--- config.mk ---
export PLATFORM = sky130hd
export DESIGN_NAME = lupdate
export DESIGN_NICKNAME = d
export VERILOG_FILES = /design/src/rtl/lupdate.sv
export SDC_FILE = /design/constraint.sdc
export NUM_CORES = 1
export LEC_CHECK = 0
export BUFFER_PORTS_ARGS = -buffer_cell sky130_fd_sc_hd__buf_2
export CAP_MARGIN = 20
export CORE_MARGIN = 4
export CORE_UTILIZATION = 58
export CTS_BUF_LIST = sky130_fd_sc_hd__clkbuf_16
export CTS_CLUSTER_SIZE = 28
export DETAILED_ROUTE_END_ITERATION = 8
export GPL_TIMING_DRIVEN = 0
export HOLD_SLACK_MARGIN = 0.05
export PLACE_DENSITY = 0.84
export SLEW_MARGIN = 20
export SYNTH_ARGS = -nofsm -noshare
export SYNTH_HDL_FRONTEND = slang
export SYNTH_SLANG_ARGS = --single-unit
--- constraint.sdc ---
create_clock -name clk -period 3.75 [get_ports clk]
set_input_delay 0.5625 -clock clk [delete_from_list [all_inputs] [get_ports clk]]
set_output_delay 0.5625 -clock clk [all_outputs]
set_load 0.01 [all_outputs]
--- src/rtl/lupdate.sv ---
`default_nettype none
// ============================================================================
// Module   : lupdate
// Purpose  : Beacon update stage. Forwards the 134-bit packet stream with a
//            fixed 3-cycle latency, strips CNC beacon update messages that
//            are addressed to this switch, and commits their fields into the
//            live beacon configuration registers.
// Revision : 1.0 - initial release
// ============================================================================
module lupdate #(
    parameter logic [7:0]  LMID           = 8'd12,
    parameter logic [3:0]  UPD_MSG_TYPE   = 4'hd,
    parameter logic        DEF_DIRECTION  = 1'b0,
    parameter logic [15:0] DEF_TB_PARA    = 16'd1,
    parameter logic [15:0] DEF_TB_DEPTH   = 16'd64,
    parameter logic [47:0] DEF_DIRECT_MAC = 48'h0,
    parameter logic [31:0] DEF_TS_PERIOD  = 32'd65536
) (
    input  logic         clk,
    input  logic         rst_n,
    input  logic         in_lu_data_wr,
    input  logic [133:0] in_lu_data,
    input  logic         in_lu_data_valid,
    input  logic         in_lu_data_valid_wr,
    input  logic [47:0]  in_local_mac_id,
    output logic         out_lu_data_wr,
    output logic [133:0] out_lu_data,
    output logic         out_lu_data_valid,
    output logic         out_lu_data_valid_wr,
    output logic         beacon_update_master,
    output logic         direction,
    output logic [15:0]  token_bucket_para,
    output logic [15:0]  token_bucket_depth,
    output logic [47:0]  direct_mac_addr,
    output logic [31:0]  time_slot_period,
    output logic [31:0]  lu_update_cnt
);

    // Beat type codes carried in in_lu_data[133:132]
    localparam logic [1:0]  c_KIND_HEAD  = 2'b01;
    localparam logic [1:0]  c_KIND_TAIL  = 2'b10;
    localparam logic [15:0] c_PTP_ETYPE  = 16'h88f7;
    localparam logic [3:0]  c_CLASS_BEAT = 4'd2;
    localparam logic [3:0]  c_CFG_BEAT   = 4'd6;
    localparam logic [3:0]  c_BCNT_MAX   = 4'd15;

    // This stage carries no module-ID addressed traffic; LMID is kept so the
    // stage can be identified in the pipeline map without a port change.
    if (LMID == 8'd0) begin : g_lmid_unassigned
    end

    typedef enum logic [1:0] {
        S_IDLE = 2'd0,
        S_HDR  = 2'd1,
        S_FWD  = 2'd2,
        S_UPD  = 2'd3
    } state_t;

    state_t       r_state;
    logic [3:0]   r_bcnt;
    logic         r_shadow_ok;
    logic [47:0]  r_sh_mac;
    logic         r_sh_dir;
    logic [15:0]  r_sh_depth;
    logic [15:0]  r_sh_para;
    logic [31:0]  r_sh_period;

    // Pipeline stage registers
    logic         r_p1_wr,  r_p2_wr;
    logic [133:0] r_p1_data, r_p2_data;
    logic         r_p1_v,   r_p2_v;
    logic         r_p1_vwr, r_p2_vwr;
    logic         r_p1_drop, r_p2_drop;

    logic         r_out_wr;
    logic [133:0] r_out_data;
    logic         r_out_v;
    logic         r_out_vwr;

    // Live configuration
    logic         r_master;
    logic         r_dir;
    logic [15:0]  r_para;
    logic [15:0]  r_depth;
    logic [47:0]  r_mac;
    logic [31:0]  r_period;
    logic [31:0]  r_cnt;

    // Beat decode
    logic         w_head;
    logic         w_tail;
    logic         w_body;
    logic [3:0]   w_bcnt;
    logic         w_is_upd;
    logic         w_classify;
    logic         w_set_drop;
    logic         w_in_drop;
    logic         w_cap;
    logic         w_shadow_ok;
    logic         w_commit;
    logic         w_out_drop;

    // Values committed on the tail; a tail landing on the config beat itself
    // takes the fields straight from the bus.
    logic [47:0]  w_cm_mac;
    logic         w_cm_dir;
    logic [15:0]  w_cm_depth;
    logic [15:0]  w_cm_para;
    logic [31:0]  w_cm_period;

    assign w_head = in_lu_data_wr && (in_lu_data[133:132] == c_KIND_HEAD);
    assign w_tail = in_lu_data_wr && (in_lu_data[133:132] == c_KIND_TAIL);
    assign w_body = in_lu_data_wr && !w_head;

    // Index of the beat currently on the input bus
    assign w_bcnt = w_head ? 4'd0 : r_bcnt;

    assign w_is_upd = (in_lu_data[127:80] == in_local_mac_id) &&
                      (in_lu_data[31:16]  == c_PTP_ETYPE) &&
                      (in_lu_data[11:8]   == UPD_MSG_TYPE);

    assign w_classify = w_body && (r_state == S_HDR) && (w_bcnt == c_CLASS_BEAT);
    assign w_set_drop = w_classify && w_is_upd;
    assign w_in_drop  = (w_body && (r_state == S_UPD)) || w_set_drop;

    assign w_cap       = w_body && (r_state == S_UPD) && (w_bcnt == c_CFG_BEAT);
    assign w_shadow_ok = r_shadow_ok || w_cap;
    assign w_commit    = w_tail && (r_state == S_UPD) && w_shadow_ok &&
                         in_lu_data_valid_wr && in_lu_data_valid;

    assign w_cm_mac    = w_cap ? in_lu_data[127:80] : r_sh_mac;
    assign w_cm_dir    = w_cap ? in_lu_data[79]     : r_sh_dir;
    assign w_cm_depth  = w_cap ? in_lu_data[63:48]  : r_sh_depth;
    assign w_cm_para   = w_cap ? in_lu_data[47:32]  : r_sh_para;
    assign w_cm_period = w_cap ? in_lu_data[31:0]   : r_sh_period;

    // The beat in p2 leaves this cycle, so it also needs the late drop tag
    assign w_out_drop = r_p2_drop || w_set_drop;

    // Packet classifier: beat counter, state, and update shadow registers
    always_ff @(posedge clk or negedge rst_n) begin
        if (!rst_n) begin
            r_state     <= S_IDLE;
            r_bcnt      <= 4'd0;
            r_shadow_ok <= 1'b0;
            r_sh_mac    <= 48'd0;
            r_sh_dir    <= 1'b0;
            r_sh_depth  <= 16'd0;
            r_sh_para   <= 16'd0;
            r_sh_period <= 32'd0;
        end else begin
            if (in_lu_data_wr) begin
                r_bcnt <= (w_bcnt == c_BCNT_MAX) ? c_BCNT_MAX : w_bcnt + 4'd1;
            end
            if (w_head) begin
                // A head anywhere restarts classification and abandons any
                // half-received update.
                r_state     <= S_HDR;
                r_shadow_ok <= 1'b0;
            end else if (in_lu_data_wr) begin
                case (r_state)
                    S_IDLE: r_state <= S_IDLE;
                    S_HDR: begin
                        if (w_tail) begin
                            r_state <= S_IDLE;
                        end else if (w_classify) begin
                            r_state <= w_is_upd ? S_UPD : S_FWD;
                        end
                    end
                    S_FWD: begin
                        if (w_tail) begin
                            r_state <= S_IDLE;
                        end
                    end
                    S_UPD: begin
                        if (w_cap) begin
                            r_shadow_ok <= 1'b1;
                            r_sh_mac    <= in_lu_data[127:80];
                            r_sh_dir    <= in_lu_data[79];
                            r_sh_depth  <= in_lu_data[63:48];
                            r_sh_para   <= in_lu_data[47:32];
                            r_sh_period <= in_lu_data[31:0];
                        end
                        if (w_tail) begin
                            r_state     <= S_IDLE;
                            r_shadow_ok <= 1'b0;
                        end
                    end
                    default: r_state <= S_IDLE;
                endcase
            end
        end
    end

    // Three-stage forwarding pipeline; dropped beats leave as all-zero cycles
    always_ff @(posedge clk or negedge rst_n) begin
        if (!rst_n) begin
            r_p1_wr    <= 1'b0;
            r_p1_data  <= '0;
            r_p1_v     <= 1'b0;
            r_p1_vwr   <= 1'b0;
            r_p1_drop  <= 1'b0;
            r_p2_wr    <= 1'b0;
            r_p2_data  <= '0;
            r_p2_v     <= 1'b0;
            r_p2_vwr   <= 1'b0;
            r_p2_drop  <= 1'b0;
            r_out_wr   <= 1'b0;
            r_out_data <= '0;
            r_out_v    <= 1'b0;
            r_out_vwr  <= 1'b0;
        end else begin
            r_p1_wr   <= in_lu_data_wr;
            r_p1_data <= in_lu_data;
            r_p1_v    <= in_lu_data_valid;
            r_p1_vwr  <= in_lu_data_valid_wr;
            r_p1_drop <= w_in_drop;

            r_p2_wr   <= r_p1_wr;
            r_p2_data <= r_p1_data;
            r_p2_v    <= r_p1_v;
            r_p2_vwr  <= r_p1_vwr;
            r_p2_drop <= r_p1_drop || w_set_drop;

            if (w_out_drop) begin
                r_out_wr   <= 1'b0;
                r_out_data <= '0;
                r_out_v    <= 1'b0;
                r_out_vwr  <= 1'b0;
            end else begin
                r_out_wr   <= r_p2_wr;
                r_out_data <= r_p2_data;
                r_out_v    <= r_p2_v;
                r_out_vwr  <= r_p2_vwr;
            end
        end
    end

    // Live beacon configuration, loaded only on a committed update
    always_ff @(posedge clk or negedge rst_n) begin
        if (!rst_n) begin
            r_master <= 1'b0;
            r_dir    <= DEF_DIRECTION;
            r_para   <= DEF_TB_PARA;
            r_depth  <= DEF_TB_DEPTH;
            r_mac    <= DEF_DIRECT_MAC;
            r_period <= DEF_TS_PERIOD;
            r_cnt    <= 32'd0;
        end else if (w_commit) begin
            r_master <= ~r_master;
            r_dir    <= w_cm_dir;
            r_para   <= w_cm_para;
            r_depth  <= w_cm_depth;
            r_mac    <= w_cm_mac;
            r_period <= w_cm_period;
            r_cnt    <= r_cnt + 32'd1;
        end
    end

    assign out_lu_data_wr       = r_out_wr;
    assign out_lu_data          = r_out_data;
    assign out_lu_data_valid    = r_out_v;
    assign out_lu_data_valid_wr = r_out_vwr;
    assign beacon_update_master = r_master;
    assign direction            = r_dir;
    assign token_bucket_para    = r_para;
    assign token_bucket_depth   = r_depth;
    assign direct_mac_addr      = r_mac;
    assign time_slot_period     = r_period;
    assign lu_update_cnt        = r_cnt;

endmodule
`default_nettype wire
==> metrics, run 1 <==
die area=42700 um^2; cell internal pwr=11.7 mW; Layout area overhead=24.4%; Ys Warns=0; Syn Area/Cell=17.4 um^2; Cells after Synth=1317; slowest CP cell=nor4b_1; top-area cell type share of the netlist area=74.0%; Relative slew margins=27.4%; largest cells by area after synthesis=dfrtp_1 74%, mux2_4 7.7%, mux2_2 5.3%, nor3b_1 4.5%, xor2_1 2.0%; LEAKAGE=14.5 nW; antenna violations before repair=8; CTS Buf Count=60; switching share of power=23.4%; max-cap violations=0; DR WL/cell=23.3 um; Via Count=13200; Clock Skews=0.0241 ns; top_reg_cell synth=dfrtp_1; CP Class=input pin to register; DRT iter0 DRCs=797; WL final=57700 um; syn nets=1507; grt total ovfl=0; Post-synth EDFFs=0; Reg power frac=52.7%; setup TNS=0 ns; Die Span Y=207 um; Critical Path End Type=register; Port-buffer cells=469; Tcrit/Tclk final=90.7%; Final Max Tran Viols=0; Tmin final=3.40 ns; CP Cell Sequence=buf_2 > clkbuf_1 > nand2_1 > nand2_1 > ha_1 > nand4bb_1 > nor4b_1 > nand3_1 > nor4_2 > buf_2 > buf_4 > nor3b_1; final net count=2098; worst-path fanout max=10; Critical Path RT=4.21 ns; max incr delay on CP=0.59 ns; # setup viols final=0; post-synth top area cell=dfrtp_1; Rows=72; Bufs on Longest Clock Path=3; CTS tree=yes; final core occ=73.3%; number of global-route vias before repair=14700; DRT antenna net count=0; FF-to-FF path depth=9; Filler cells=2296; Syn Std Cell Area=22900 um^2; FF+latch count, synth=679; Hold Slack=0.0858 ns; Psw=3.58 mW; combinational share of power=9.0%; drt drc=0; I/O pin count=470; vias per cell=5.34; ys async rst share=100%; RSZ-0062 raised after global routing=false; number of H-tree levels=2; Initial Utilization=58.9%; core box area=38800 um^2; Fin. Hold Viols=0; sequential share of the synthesized area=74.3%; synth unique cells=46; Worst-Margin Slew=1.09 ns; first-pass GRT wire length=86400 um; status=finished, final reports clean; Worst Hold Class=input pin to register; clk_lat worst skew=0.62 ns; clock share of power=38.3%; Pwr per Cell Area=538 nW/um^2; Hold Path Stages=1; max frequency=294 MHz; GP Congestion=0.884; proportion of layout cells with a drive suffix above 1=42.8%; CTS sink cnt=679; detailed-router iteration count before antenna repair=5; Crit path arrival time=3.86 ns; Worst VDD drop=0.415 mV; GRT Total Usage=26.8%; die width=207 um; largest net degree at the start of global routing=110; number of setup buffers added after CTS=0; Clk pin slew, worst setup/hold paths=0.06 ns; crit start category=input pin; Clk Tree Root Cell=clkbuf_16; post-DP HPWL=38000 um
flip-flops by register name, indices dropped and copies added (netlist names), 32 cells and up:
name and cells:
r_sh_period 32, out_lu_data 134, r_sh_mac 48, lu_update_cnt 32
r_p1_data 134, time_slot_period 32, direct_mac_addr 48, r_p2_data 134
power by group through the flow:
stage | logic (mW) | registers [mW] | clock network (mW)
3_3_place_gp | 1.23 | 8.17 | 0
4_1_cts | 1.38 | 8.06 | 5.93
3_5_place_dp | 1.31 | 8.18 | 0
5_1_grt | 1.50 | 8.11 | 6.27
6_report | 1.38 | 8.07 | 5.85
2_1_floorplan | 0.598 | 8.21 | 0
worst max-delay path, delay by kind of cell:
kind	cells	cell delay [ns]
and+or+nand+nor	7	1.78
adders and majority gates	1	0.19
buffers and inverters	4	1.30
through the flow:
stage               instances  area (um^2)  total power [mW]  setup WS, ns
floorplan                1317        22900              8.81          1.00
global placement         2304        25900              9.40        -10.96
detailed placement       2310        26000              9.50        -0.453
CTS                      2475        28400              15.4         0.186
global route             2480        28500              15.9         0.110
finish                   2480        28500              15.3         0.349
what timing repair did:
item                       4_1_cts  5_1_grt
hold endpoints to repair       123        0
hold buffers                    54        0
setup endpoints to repair        0       13
gates resized for setup          0        1
synthesized netlist by cell type (6+ instances only):
cell and number:
nand2_1 20, clkbuf_1 18, nor4_1 14, nand4_1 17, buf_2 22, nor3b_1 137, xor2_1 52, buf_4 13
and3_1 7, inv_1 6, nor2_1 9, mux2_4 118, mux2_2 108, xnor2_1 28, buf_6 7, nand3_1 14
dfrtp_1 676
layer usage:
layer / vias up / GRT usage (%) / share of wire, %
li1: 5668 / - / -
met3: 150 / 6.91 / 6.7
met4: 2 / 11.1 / 4.3
met5: - / 0 / 0.035
met2: 502 / 45.1 / 51
met1: 6917 / 33.6 / 38
final cells by class:
class                           instances  area, um^2  share of cell area [%]
Inverter                                6        22.5                  0.0792
Clock inverter                         50         330                    1.16
Tap cell                              518         648                    2.28
Sequential cell                       679       17000                    59.7
Buffer                                 60         354                    1.24
Clock buffer                           61        1530                    5.36
Antenna cell                            5        12.5                  0.0440
Timing Repair Buffer                  529        3060                    10.8
Multi-Input combinational cell        572        5500                    19.3
cell families (layout without fill, tap and decap cells):
kind of cell | Yosys count | after routing | synth area share, %
flip-flops | 679 | 679 | 74.3
XOR/XNOR | 80 | 80 | 3.06
other | 0 | 5 | 0
buffers and inverters | 66 | 706 | 1.65
multiplexers | 226 | 226 | 13.1
AND/OR/NAND/NOR | 245 | 245 | 7.22
adder cells (fa/ha/maj) | 3 | 3 | 0.164
AO/OA/AOI/OAI | 18 | 18 | 0.525
cells in the final DEF (no fill, tap or decap), types with 5 or more instances in the layout:
master,instances
buf_4,13
buf_6,7
buf_2,490
mux2_4,118
clkinv_1,14
inv_1,22
nand3_1,14
or2_2,5
mux2_2,108
dfrtp_1,676
clkbuf_1,18
buf_16,6
diode_2,5
clkbuf_16,61
nand2_1,20
nor4_1,14
clkinv_2,10
and3_1,7
xnor2_1,28
nor2_1,8
dlygate4sd3_1,54
xor2_1,52
nor3b_1,137
nand4_1,17
path summary, 6_finish.rpt:
path                                          from                               end  slack (ns)
setup reg to reg             r_bcnt[1]$_DFFE_PN0P_        out_lu_data[105]$_DFF_PN0_        0.58
setup / recovery                     in_lu_data_wr        out_lu_data[105]$_DFF_PN0_        0.35
max in group asynchronous                    rst_n           r_p2_data[86]$_DFF_PN0_        1.82
min in group asynchronous                    rst_n  time_slot_period[13]$_DFFE_PN0P_        0.53
hold reg to reg            r_p1_data[40]$_DFF_PN0_           r_p2_data[40]$_DFF_PN0_        0.33
hold / removal                      in_lu_data[33]           r_p1_data[33]$_DFF_PN0_        0.09
(Power assumes the default switching activity.)
==> run 2, diff against run 1 <==
==> constraint.sdc (replaced) <==
create_clock -name clk -period 3.75 [get_ports clk]
set_input_delay 0.375 -clock clk [delete_from_list [all_inputs] [get_ports clk]]
set_output_delay 0.375 -clock clk [all_outputs]
set_load 0.01 [all_outputs]
==> run 2 against run 1 <==
Against the previous run:
- die area unchanged
- sequential cell count stayed put
- core utilization up 2.2 points
- clock skew increased by 0.0011 ns
- final area is 3.0% higher
- combinational power is 7% higher
- critical path depth down 3
- sequential share of layout area decreased by 1.7 points
- highest routed layer unchanged
==> metrics, run 2 (synthesized netlist as in run 1, its figures left out) <==
status=finished, final reports clean; vias per cell=5.36; proportion of layout cells with a drive suffix above 1=41.1%; I/O pin count=470; Worst Hold Class=input pin to register; Tcrit/Tclk final=94.1%; Rows=72; # setup viols final=0; commonest non-fill, non-tap cell in the layout=dfrtp_1; fin cells=2565; Die Span Y=207 um; Crit path arrival time=3.99 ns; WL final=60600 um; final core occ=75.5%; worst-path fanout max=10; Tmin final=3.53 ns; Reg power frac=52.4%; Critical Path RT=4.21 ns; final net count=2182; post-DP HPWL=38000 um; Setup crit start=in_lu_data[24]; max incr delay on CP=0.81 ns; number of global-route vias before repair=15400; combinational share of power=9.5%; first-pass GRT wire length=90900 um; clock share of power=38.1%; Reg area=17000 um^2; Pwr per Cell Area=526 nW/um^2; LEAKAGE=14.8 nW; Via Count=13800; Bufs on Longest Clock Path=3; detailed-router iteration count before antenna repair=5; Worst-Margin Slew=1.06 ns; clk_lat worst skew=0.63 ns; multi-input combinational cell area=5510 um^2; Relative slew margins=29.5%; Filler cells=2167; DRT antenna net count=0; max-cap violations=0; Critical Path End Type=register; CTS sink cnt=679; slowest CP cell=nor4_1; CTS Buf Count=60; Clock Skews=0.0252 ns; Fin. Hold Viols=0; max frequency=283 MHz; Layout area overhead=28.1%; number of H-tree levels=2; switching share of power=23.6%; Worst VDD drop=0.368 mV; Final Max Tran Viols=0; cell internal pwr=11.8 mW; placed cells=2310; Psw=3.64 mW; leading cell types in the layout, fill and taps excluded=676 x dfrtp_1, 490 x buf_2, 138 x dlygate4sd3_1; die area=42700 um^2; GP Congestion=0.884; RSZ-0062 raised after global routing=false; Clk Tree Root Cell=clkbuf_16; GRT Total Usage=28.2%; grt total ovfl=0; CP Class=input pin to register; largest net degree at the start of global routing=110; DRT iter0 DRCs=867; die width=207 um; CP Cell Sequence=dlygate4sd3_1 > buf_2 > or4b_1 > nor4_1 > nand3_1 > nor4_2 > buf_2 > buf_4 > nor3b_1; crit start category=input pin; core box area=38800 um^2; antenna violations before repair=7; number of setup buffers added after CTS=0; Clk pin slew, worst setup/hold paths=0.07 ns; CTS tree=yes; drt drc=0; Port-buffer cells=469; Most common cell on crit path=buf_2; Initial Utilization=58.9%; DR WL/cell=23.6 um; Critical R2R Launch=r_bcnt[1]$_DFFE_PN0P_; Hold Startpoint=in_lu_data_wr
-- run 2: cell types whose count changed in the layout (fill, tap and decap cells not counted) --
| cell | change |
|---|---|
| nor4b_2 | +1 |
| diode_2 | +1 |
| nor4b_1 | -1 |
| dlygate4sd3_1 | +84 |
-- run 2: path summary, 6_finish.rpt --
kind | slack [ns] | depth (start not counted) | to
worst max-delay path | 0.22 | 9 | out_lu_data[111]$_DFF_PN0_
worst min-delay path | 0.14 | 3 | r_p1_drop$_DFF_PN0_
worst max register to register | 0.66 | 8 | token_bucket_para[9]$_DFFE_PN0P_
worst min register to register | 0.34 | 0 | r_p2_data[71]$_DFF_PN0_
max in group asynchronous | 2.02 | 4 | r_sh_mac[4]$_DFFE_PN0P_
min in group asynchronous | 0.35 | 2 | time_slot_period[15]$_DFFE_PN0P_
-- run 2: metal layers --
| metal | part of all wire (%) | vias to the layer above | GRT usage [%] |
|---|---|---|---|
| met4 | 5.1 | 2 | 13.0 |
| met3 | 7.0 | 183 | 7.53 |
| met5 | 0.033 | - | 0 |
| met2 | 51 | 558 | 47.8 |
| li1 | - | 5850 | - |
| met1 | 37 | 7158 | 34.3 |
-- run 2: cell type report --
class | count | share of cell area (%)
Sequential cell | 679 | 58.0
Multi-Input combinational cell | 572 | 18.8
Timing Repair Buffer | 613 | 13.3
Clock buffer | 61 | 5.21
Tap cell | 518 | 2.21
Buffer | 60 | 1.21
Clock inverter | 50 | 1.13
Inverter | 6 | 0.0769
Antenna cell | 6 | 0.0512
-- run 2: critical path: cells and delay by family --
| kind | cells | cell delay [ns] |
|---|---|---|
| and+or+nand+nor | 5 | 2.15 |
| buffers and inverters | 4 | 1.46 |
-- run 2: what timing repair did --
item / CTS / global route
endpoints found under the setup margin: 0 / 33
endpoints found under the hold margin: 287 / 0
hold buffers: 138 / 0
resized for setup: 0 / 2
-- run 2: metrics by stage --
stage                     setup WS, ns  cell area, um^2  setup TNS (ns)  hold WS [ns]  total power [mW]
after CTS                       0.0341            29300               0        0.0993              15.4
after global placement          -10.78            25900        -7260.77         0.331              9.40
final                            0.220            29300               0         0.138              15.4
after global routing             0.109            29300               0         0.133              16.0
after detailed placement        -0.266            26000           -8.85         0.335              9.50
after floorplan                   1.19            22900               0        0.0794              8.81
-- run 2: power by group through the flow --
stage / clock network [mW] / registers, mW / logic (mW)
after global placement: 0 / 8.17 / 1.23
after detailed placement: 0 / 8.18 / 1.31
after global routing: 6.30 / 8.12 / 1.59
after floorplan: 0 / 8.21 / 0.598
after CTS: 5.93 / 8.06 / 1.45
final: 5.88 / 8.08 / 1.47
